### config.mk
export PLATFORM = sky130hd
export DESIGN_NAME = lector_salida_rr_flat
export DESIGN_NICKNAME = d
export VERILOG_FILES = /design/src/rtl/lector_salida_rr_if.sv /design/src/rtl/lector_salida_rr.sv /design/src/flat_wrapper.sv
export SDC_FILE = /design/constraint.sdc
export NUM_CORES = 1
export LEC_CHECK = 0
export BUFFER_PORTS_ARGS = -buffer_cell sky130_fd_sc_hd__clkbuf_2
export CORE_MARGIN = 2
export CORE_UTILIZATION = 54
export DETAILED_ROUTE_END_ITERATION = 8
export PLACE_DENSITY = 0.87
export SYNTH_ARGS = -nofsm -noshare
export SYNTH_HDL_FRONTEND = slang
export SYNTH_SLANG_ARGS = --single-unit
### constraint.sdc
create_clock -name clk -period 4 [get_ports clk]
set_clock_uncertainty 0.05 [all_clocks]
set_input_delay 0.8 -clock clk [delete_from_list [all_inputs] [get_ports clk]]
set_output_delay 0.8 -clock clk [all_outputs]
set_load 0.01 [all_outputs]
### src/rtl/lector_salida_rr_if.sv
// rtl/lector_salida_rr_if.sv - FIFO-side and stream-side signal bundle for lector_salida_rr
interface lector_salida_rr_if #(
  parameter int FIFO_WORD_SIZE = 10,
  parameter int CNT_WIDTH      = 5
);
  logic                      enable;
  logic                      empty_p0;
  logic                      empty_p1;
  logic                      empty_p2;
  logic                      empty_p3;
  logic [FIFO_WORD_SIZE-1:0] data_in_0;
  logic [FIFO_WORD_SIZE-1:0] data_in_1;
  logic [FIFO_WORD_SIZE-1:0] data_in_2;
  logic [FIFO_WORD_SIZE-1:0] data_in_3;
  logic                      ready_in;
  logic                      req;
  logic [1:0]                idx;
  logic                      pop_p0;
  logic                      pop_p1;
  logic                      pop_p2;
  logic                      pop_p3;
  logic [FIFO_WORD_SIZE-1:0] data_out;
  logic                      valid_out;
  logic [1:0]                port_out;
  logic [CNT_WIDTH-1:0]      count_out;
  logic                      count_valid;
  logic                      idle;

  modport slave (
    input  enable, empty_p0, empty_p1, empty_p2, empty_p3,
    input  data_in_0, data_in_1, data_in_2, data_in_3,
    input  ready_in, req, idx,
    output pop_p0, pop_p1, pop_p2, pop_p3,
    output data_out, valid_out, port_out, count_out, count_valid, idle
  );

  modport master (
    output enable, empty_p0, empty_p1, empty_p2, empty_p3,
    output data_in_0, data_in_1, data_in_2, data_in_3,
    output ready_in, req, idx,
    input  pop_p0, pop_p1, pop_p2, pop_p3,
    input  data_out, valid_out, port_out, count_out, count_valid, idle
  );
endinterface

### src/rtl/lector_salida_rr.sv
// rtl/lector_salida_rr.sv - round-robin reader of four output FIFOs into a tagged valid/ready stream
module lector_salida_rr #(
  parameter int FIFO_WORD_SIZE = 10,
  parameter int CNT_WIDTH      = 5
) (
  input logic               clk,
  input logic               reset,
  lector_salida_rr_if.slave bus
);
  localparam int W = FIFO_WORD_SIZE;

  typedef enum logic {S_IDLE, S_ACTIVE} state_t;

  state_t               r_state;
  logic                 r_idle;
  logic [1:0]           r_occ;
  logic                 r_inflight;
  logic [1:0]           r_inflight_port;
  logic [W-1:0]         r_buf_data [2];
  logic [1:0]           r_buf_port [2];
  logic [1:0]           r_rr;
  logic [CNT_WIDTH-1:0] r_cnt [4];
  logic [CNT_WIDTH-1:0] r_count_out;
  logic                 r_count_valid;

  logic [3:0]   w_nonempty;
  logic         w_transfer;
  logic [2:0]   w_level;
  logic         w_can_pop;
  logic [1:0]   w_grant;
  logic         w_found;
  logic [3:0]   w_pop;
  logic         w_wr_idx;
  logic [W-1:0] w_rd_data;

  assign w_nonempty = ~{bus.empty_p3, bus.empty_p2, bus.empty_p1, bus.empty_p0};
  assign w_transfer = (r_occ != 2'd0) & bus.ready_in;
  // Occupancy after this edge once the in-flight word lands; never underflows
  // because a transfer implies occ >= 1.
  assign w_level    = {1'b0, r_occ} + {2'b0, r_inflight} - {2'b0, w_transfer};
  assign w_can_pop  = !reset & bus.enable & (w_level < 3'd2) & (|w_nonempty);
  // occ == 2 never coincides with an in-flight word, so slot 1 is the only other target.
  assign w_wr_idx   = (r_occ != 2'd0) & !w_transfer;

  always_comb begin
    w_grant = r_rr;
    w_found = 1'b0;
    for (int k = 1; k <= 4; k++) begin
      if (!w_found && w_nonempty[r_rr + 2'(k)]) begin
        w_grant = r_rr + 2'(k);
        w_found = 1'b1;
      end
    end
  end

  assign w_pop = w_can_pop ? (4'b0001 << w_grant) : 4'b0000;

  always_comb begin
    case (r_inflight_port)
      2'd0:    w_rd_data = bus.data_in_0;
      2'd1:    w_rd_data = bus.data_in_1;
      2'd2:    w_rd_data = bus.data_in_2;
      default: w_rd_data = bus.data_in_3;
    endcase
  end

  always_ff @(posedge clk or posedge reset) begin
    if (reset) begin
      r_occ           <= 2'd0;
      r_inflight      <= 1'b0;
      r_inflight_port <= 2'd0;
      r_rr            <= 2'd3;
      r_count_out     <= '0;
      r_count_valid   <= 1'b0;
      for (int i = 0; i < 2; i++) begin
        r_buf_data[i] <= '0;
        r_buf_port[i] <= 2'd0;
      end
      for (int i = 0; i < 4; i++) begin
        r_cnt[i] <= '0;
      end
    end else begin
      r_occ      <= w_level[1:0];
      r_inflight <= w_can_pop;
      if (w_can_pop) begin
        r_inflight_port <= w_grant;
        r_rr            <= w_grant;
      end
      if (w_transfer) begin
        r_buf_data[0] <= r_buf_data[1];
        r_buf_port[0] <= r_buf_port[1];
      end
      if (r_inflight) begin
        r_buf_data[w_wr_idx] <= w_rd_data;
        r_buf_port[w_wr_idx] <= r_inflight_port;
      end
      if (w_transfer && (r_cnt[r_buf_port[0]] != {CNT_WIDTH{1'b1}})) begin
        r_cnt[r_buf_port[0]] <= r_cnt[r_buf_port[0]] + 1'b1;
      end
      // Reads the pre-increment value by construction of non-blocking update.
      r_count_valid <= bus.req;
      if (bus.req) begin
        r_count_out <= r_cnt[bus.idx];
      end
    end
  end

  always_ff @(posedge clk or posedge reset) begin
    if (reset) begin
      r_state <= S_IDLE;
      r_idle  <= 1'b1;
    end else begin
      case (r_state)
        S_IDLE: begin
          if ((|w_nonempty) && bus.enable) begin
            r_state <= S_ACTIVE;
            r_idle  <= 1'b0;
          end
        end
        S_ACTIVE: begin
          if ((!(|w_nonempty) || !bus.enable) && (r_occ == 2'd0) && !r_inflight) begin
            r_state <= S_IDLE;
            r_idle  <= 1'b1;
          end
        end
        default: begin
          r_state <= S_IDLE;
          r_idle  <= 1'b1;
        end
      endcase
    end
  end

  assign bus.pop_p0      = w_pop[0];
  assign bus.pop_p1      = w_pop[1];
  assign bus.pop_p2      = w_pop[2];
  assign bus.pop_p3      = w_pop[3];
  assign bus.data_out    = r_buf_data[0];
  assign bus.port_out    = r_buf_port[0];
  assign bus.valid_out   = (r_occ != 2'd0);
  assign bus.count_out   = r_count_out;
  assign bus.count_valid = r_count_valid;
  assign bus.idle        = r_idle;
endmodule

### src/flat_wrapper.sv
// flat-port wrapper written by rule: the top's interface ports become plain ports
module lector_salida_rr_flat 
#(
  parameter int FIFO_WORD_SIZE = 10,
  parameter int CNT_WIDTH      = 5
)
  (clk, reset, bus_enable, bus_empty_p0, bus_empty_p1, bus_empty_p2, bus_empty_p3, bus_data_in_0, bus_data_in_1, bus_data_in_2, bus_data_in_3, bus_ready_in, bus_req, bus_idx, bus_pop_p0, bus_pop_p1, bus_pop_p2, bus_pop_p3, bus_data_out, bus_valid_out, bus_port_out, bus_count_out, bus_count_valid, bus_idle);
  lector_salida_rr_if #(.FIFO_WORD_SIZE(FIFO_WORD_SIZE), .CNT_WIDTH(CNT_WIDTH)) bus_i ();
  input logic clk;
  input logic reset;
  input wire logic [$bits(bus_i.enable)-1:0] bus_enable;
  input wire logic [$bits(bus_i.empty_p0)-1:0] bus_empty_p0;
  input wire logic [$bits(bus_i.empty_p1)-1:0] bus_empty_p1;
  input wire logic [$bits(bus_i.empty_p2)-1:0] bus_empty_p2;
  input wire logic [$bits(bus_i.empty_p3)-1:0] bus_empty_p3;
  input wire logic [$bits(bus_i.data_in_0)-1:0] bus_data_in_0;
  input wire logic [$bits(bus_i.data_in_1)-1:0] bus_data_in_1;
  input wire logic [$bits(bus_i.data_in_2)-1:0] bus_data_in_2;
  input wire logic [$bits(bus_i.data_in_3)-1:0] bus_data_in_3;
  input wire logic [$bits(bus_i.ready_in)-1:0] bus_ready_in;
  input wire logic [$bits(bus_i.req)-1:0] bus_req;
  input wire logic [$bits(bus_i.idx)-1:0] bus_idx;
  output wire logic [$bits(bus_i.pop_p0)-1:0] bus_pop_p0;
  output wire logic [$bits(bus_i.pop_p1)-1:0] bus_pop_p1;
  output wire logic [$bits(bus_i.pop_p2)-1:0] bus_pop_p2;
  output wire logic [$bits(bus_i.pop_p3)-1:0] bus_pop_p3;
  output wire logic [$bits(bus_i.data_out)-1:0] bus_data_out;
  output wire logic [$bits(bus_i.valid_out)-1:0] bus_valid_out;
  output wire logic [$bits(bus_i.port_out)-1:0] bus_port_out;
  output wire logic [$bits(bus_i.count_out)-1:0] bus_count_out;
  output wire logic [$bits(bus_i.count_valid)-1:0] bus_count_valid;
  output wire logic [$bits(bus_i.idle)-1:0] bus_idle;
  assign bus_i.enable = bus_enable;
  assign bus_i.empty_p0 = bus_empty_p0;
  assign bus_i.empty_p1 = bus_empty_p1;
  assign bus_i.empty_p2 = bus_empty_p2;
  assign bus_i.empty_p3 = bus_empty_p3;
  assign bus_i.data_in_0 = bus_data_in_0;
  assign bus_i.data_in_1 = bus_data_in_1;
  assign bus_i.data_in_2 = bus_data_in_2;
  assign bus_i.data_in_3 = bus_data_in_3;
  assign bus_i.ready_in = bus_ready_in;
  assign bus_i.req = bus_req;
  assign bus_i.idx = bus_idx;
  assign bus_pop_p0 = bus_i.pop_p0;
  assign bus_pop_p1 = bus_i.pop_p1;
  assign bus_pop_p2 = bus_i.pop_p2;
  assign bus_pop_p3 = bus_i.pop_p3;
  assign bus_data_out = bus_i.data_out;
  assign bus_valid_out = bus_i.valid_out;
  assign bus_port_out = bus_i.port_out;
  assign bus_count_out = bus_i.count_out;
  assign bus_count_valid = bus_i.count_valid;
  assign bus_idle = bus_i.idle;
  lector_salida_rr #(.FIFO_WORD_SIZE(FIFO_WORD_SIZE), .CNT_WIDTH(CNT_WIDTH)) u_core (.clk(clk), .reset(reset), .bus(bus_i));
endmodule
==> impl_metrics.yaml <==
critical_path:
  worstPathRequired_ns: 3.15
  cp_slowest_cell: "fa_1"
  slowest_delay_ns: 0.53
  reg2reg_from: "u_core.bus.port_out[0]"
  crit_path_cell_trace: "o21ai_4 -> inv_2 -> ha_1 -> inv_1 -> ha_1 -> inv_1 -> fa_1 -> nor2b_1 -> nand4_1 -> nor4_2 -> nor2b_1 -> clkbuf_2"
  worstSetupStartpointType: "flop"
  r2r_slack_ns: 0.68
  cp.arrival_ns: 2.99
  rr_worst_depth: 6
  critical_path_class: "flop to primary output"
  timing.rr.end: "u_core.r_cnt[11]"
  crit_fanout: 5
  critPathCaptureType: "primary output"
clock_network:
  postCtsSetupBuffers: 0
  clockBufferDepth: 2
  cts-root-buf: "clkbuf_8"
  cts.sinks: 59
  holdBufCountCts: 0
  htreeDepth: 3
  cts_tree: "built"
  path_clk_slew_ns: 0.06
  post_cts_resized: 0
  cts_buffers: 9
  clkLatencyLatePin_ns: 0.33
final_layout:
  layout_common_cells: "clkbuf_2, dfrtp_1, mux4_2"
  drive_gt1_share_pct: 45.4
  fin_nets: 368
  multi_input_comb_area_sq_um: 1500
  area_growth_pct: 17.0
  final_common_cell: "clkbuf_2"
  regArea_sq_um: 1480
  diodes: 0
  filler_cell_count: 424
placement:
  post-dp-hpwl_microns: 4530
  gp_congestion: 0.809
  portBuffers: 74
die:
  design.core.area_sq_um: 5570
  row_count: 27
  ios: 75
  die_w_microns: 80.5
  die_h_microns: 80.5
  start_util_pct: 56.7
  dieArea_sq_um: 6480
global_route:
  grt_util_all_layers_pct: 21.1
  grt_pass1_vias: 2129
  globalRouteOverflowTotal: 0
  grt_max_degree: 31
  antenna_found_initial: 0
  grt_pass1_wl_microns: 10200
worst_hold_path:
  min_path_cells: 2
  holdCritPathClass: "flop to flop"
  worstHoldEndpoint: "u_core.bus.idle"
  hp-start: "u_core.bus.idle"
logic_synthesis:
  ys_ff_latch: 59
  synth_nets: 301
  synthCells: 245
  ys_types: 41
  seq_area_frac_synth_pct: 46.9
  synth_top_area_share_pct: 44.4
  yosys_warnings: 0
  synthFlopType: "dfrtp_1"
  yosysTopAreaCell: "dfrtp_1"
  synth.area.top_cells: "dfrtp_1, mux4_2, mux2_2, mux2i_1, mux2_1"
  synth_edf_count: 0
  synth_area_per_cell_sq_um: 12.9
  netlist_area_sq_um: 3160
  synthArstFlopShare_pct: 100
timing:
  post-route-min-period_ns: 3.84
  slew_violations: 0
  worst_hold_slack_ns: 0.435
  max_clock_freq_ghz: 0.260
  final-hold-violation-count: 0
  timing.setup.tns_ns: 0
  min_period_over_period_pct: 96.0
  rsz0062_at_grt: "no"
  finalSetupViolations: 0
  tightest_slew_ns: 0.749
  slew_headroom_pct: 50.1
power_and_ir_drop:
  p_total_w: 0.00292
  peakVddDrop_mv: 0.431
  p_per_area_nw_per_um2: 790
  seqPwrFrac_pct: 40.4
  p_clk_share_pct: 17.9
  p_sw_w: 0.00108
  combPwrFrac_pct: 41.7
  leakagePower_nw: 1.74
  p_int_w: 0.00184
  sw_frac_of_total_pct: 37.1
drt:
  num_vias: 2154
  routed_via_density: 5.54
  antenna_left: 0
  wl_per_cell_microns: 15.9
  dr.pass1.iters: 4
  first_iter_violations: 150
  drc: 0
  drt-total-wl_microns: 6170
status:
  status: "finished clean"
run:
  maxCapViolCount: 0
-- per-stage QoR --
stage | area (sq um) | instances | utilization [%] | worst slack [ns]
global placement | 3500 | 373 | 62.9 | 0.141
finish | 3700 | 389 | 66.3 | 0.160
CTS | 3700 | 389 | 66.3 | 0.0144
floorplan | 3160 | 245 | - | 0.263
detailed placement | 3500 | 373 | 62.9 | 0.0809
global route | 3700 | 389 | 66.3 | 0.00851
-- synth_stat cells, types with 4 or more instances --
library cell,count
inv_1,8
clkbuf_1,4
a21oi_1,9
nor2_1,15
buf_4,13
ha_1,4
mux4_2,20
mux2i_1,12
mux2_1,10
dfrtp_1,56
mux2_2,17
o21ai_0,15
nand2_1,19
-- power by group through the flow --
| stage | clock, W | combinational, W | sequential (W) |
|---|---|---|---|
| after global routing | 0.000555 | 0.00134 | 0.00123 |
| after global placement | 0 | 0.00117 | 0.00116 |
| final | 0.000524 | 0.00122 | 0.00118 |
| after detailed placement | 0 | 0.00122 | 0.00118 |
| after CTS | 0.000531 | 0.00123 | 0.00118 |
| after floorplan | 0 | 0.00107 | 0.00106 |
-- per-layer routing --
metal / global-route usage, % / wire (microns) / up-vias
met5: 0 / 0 / -
met4: 8.47 / 65 / 0
met3: 3.93 / 256 / 10
met2: 33.4 / 3100 / 62
met1: 28.7 / 2750 / 1062
li1: - / - / 1020
-- critical path: cells and delay by family (launching register included) --
family,cells,cell delay (ns)
AOI/OAI and AO/OA,1,0.19
adders and majority gates,3,0.93
buffers and inverters,4,0.32
DFF,1,0.48
and+or+nand+nor,4,0.74
-- registers in the layout, summed over array words and instances (netlist names), 2 cells and up --
| register | cells |
|---|---|
| u_core.r_cnt | 20 |
| u_core.bus.count_out | 5 |
| u_core.r_inflight_port | 2 |
| u_core.r_occ | 2 |
| u_core.r_buf_port | 2 |
| u_core.bus.port_out | 2 |
| u_core.r_rr | 2 |
| u_core.r_buf_data | 10 |
| u_core.bus.data_out | 10 |
-- worst max path at each step --
| stage | from | to | slack (ns) | cells after the start |
|---|---|---|---|---|
| floorplan | bus_ready_in | bus_pop_p0 | 0.26 | 11 |
| global placement | bus_ready_in | bus_pop_p0 | 0.14 | 13 |
| detailed placement | bus_ready_in | bus_pop_p0 | 0.08 | 13 |
| CTS | u_core.r_occ[1] | bus_pop_p0 | 0.01 | 12 |
| global route | u_core.r_occ[1] | bus_pop_p0 | 0.009 | 12 |
| finish | u_core.r_occ[1] | bus_pop_p0 | 0.16 | 12 |
-- cells by family after synthesis --
family | share of synthesized area, %
adders and majority gates | 2.22
muxes | 27.7
DFF | 46.9
xor gates and xnor gates | 1.31
and+or+nand+nor | 10.5
buffers and inverters | 5.58
AOI/OAI and AO/OA | 5.82
-- layout make-up --
type	instances	share of cell area (%)
multi-input cells	155	40.6
well taps	72	2.44
repair buffers	77	10.6
clock buffers	11	3.82
flip-flops and latches	59	40.0
inverters	10	1.02
clock inverters	5	1.42
(Power assumes the default switching activity.)
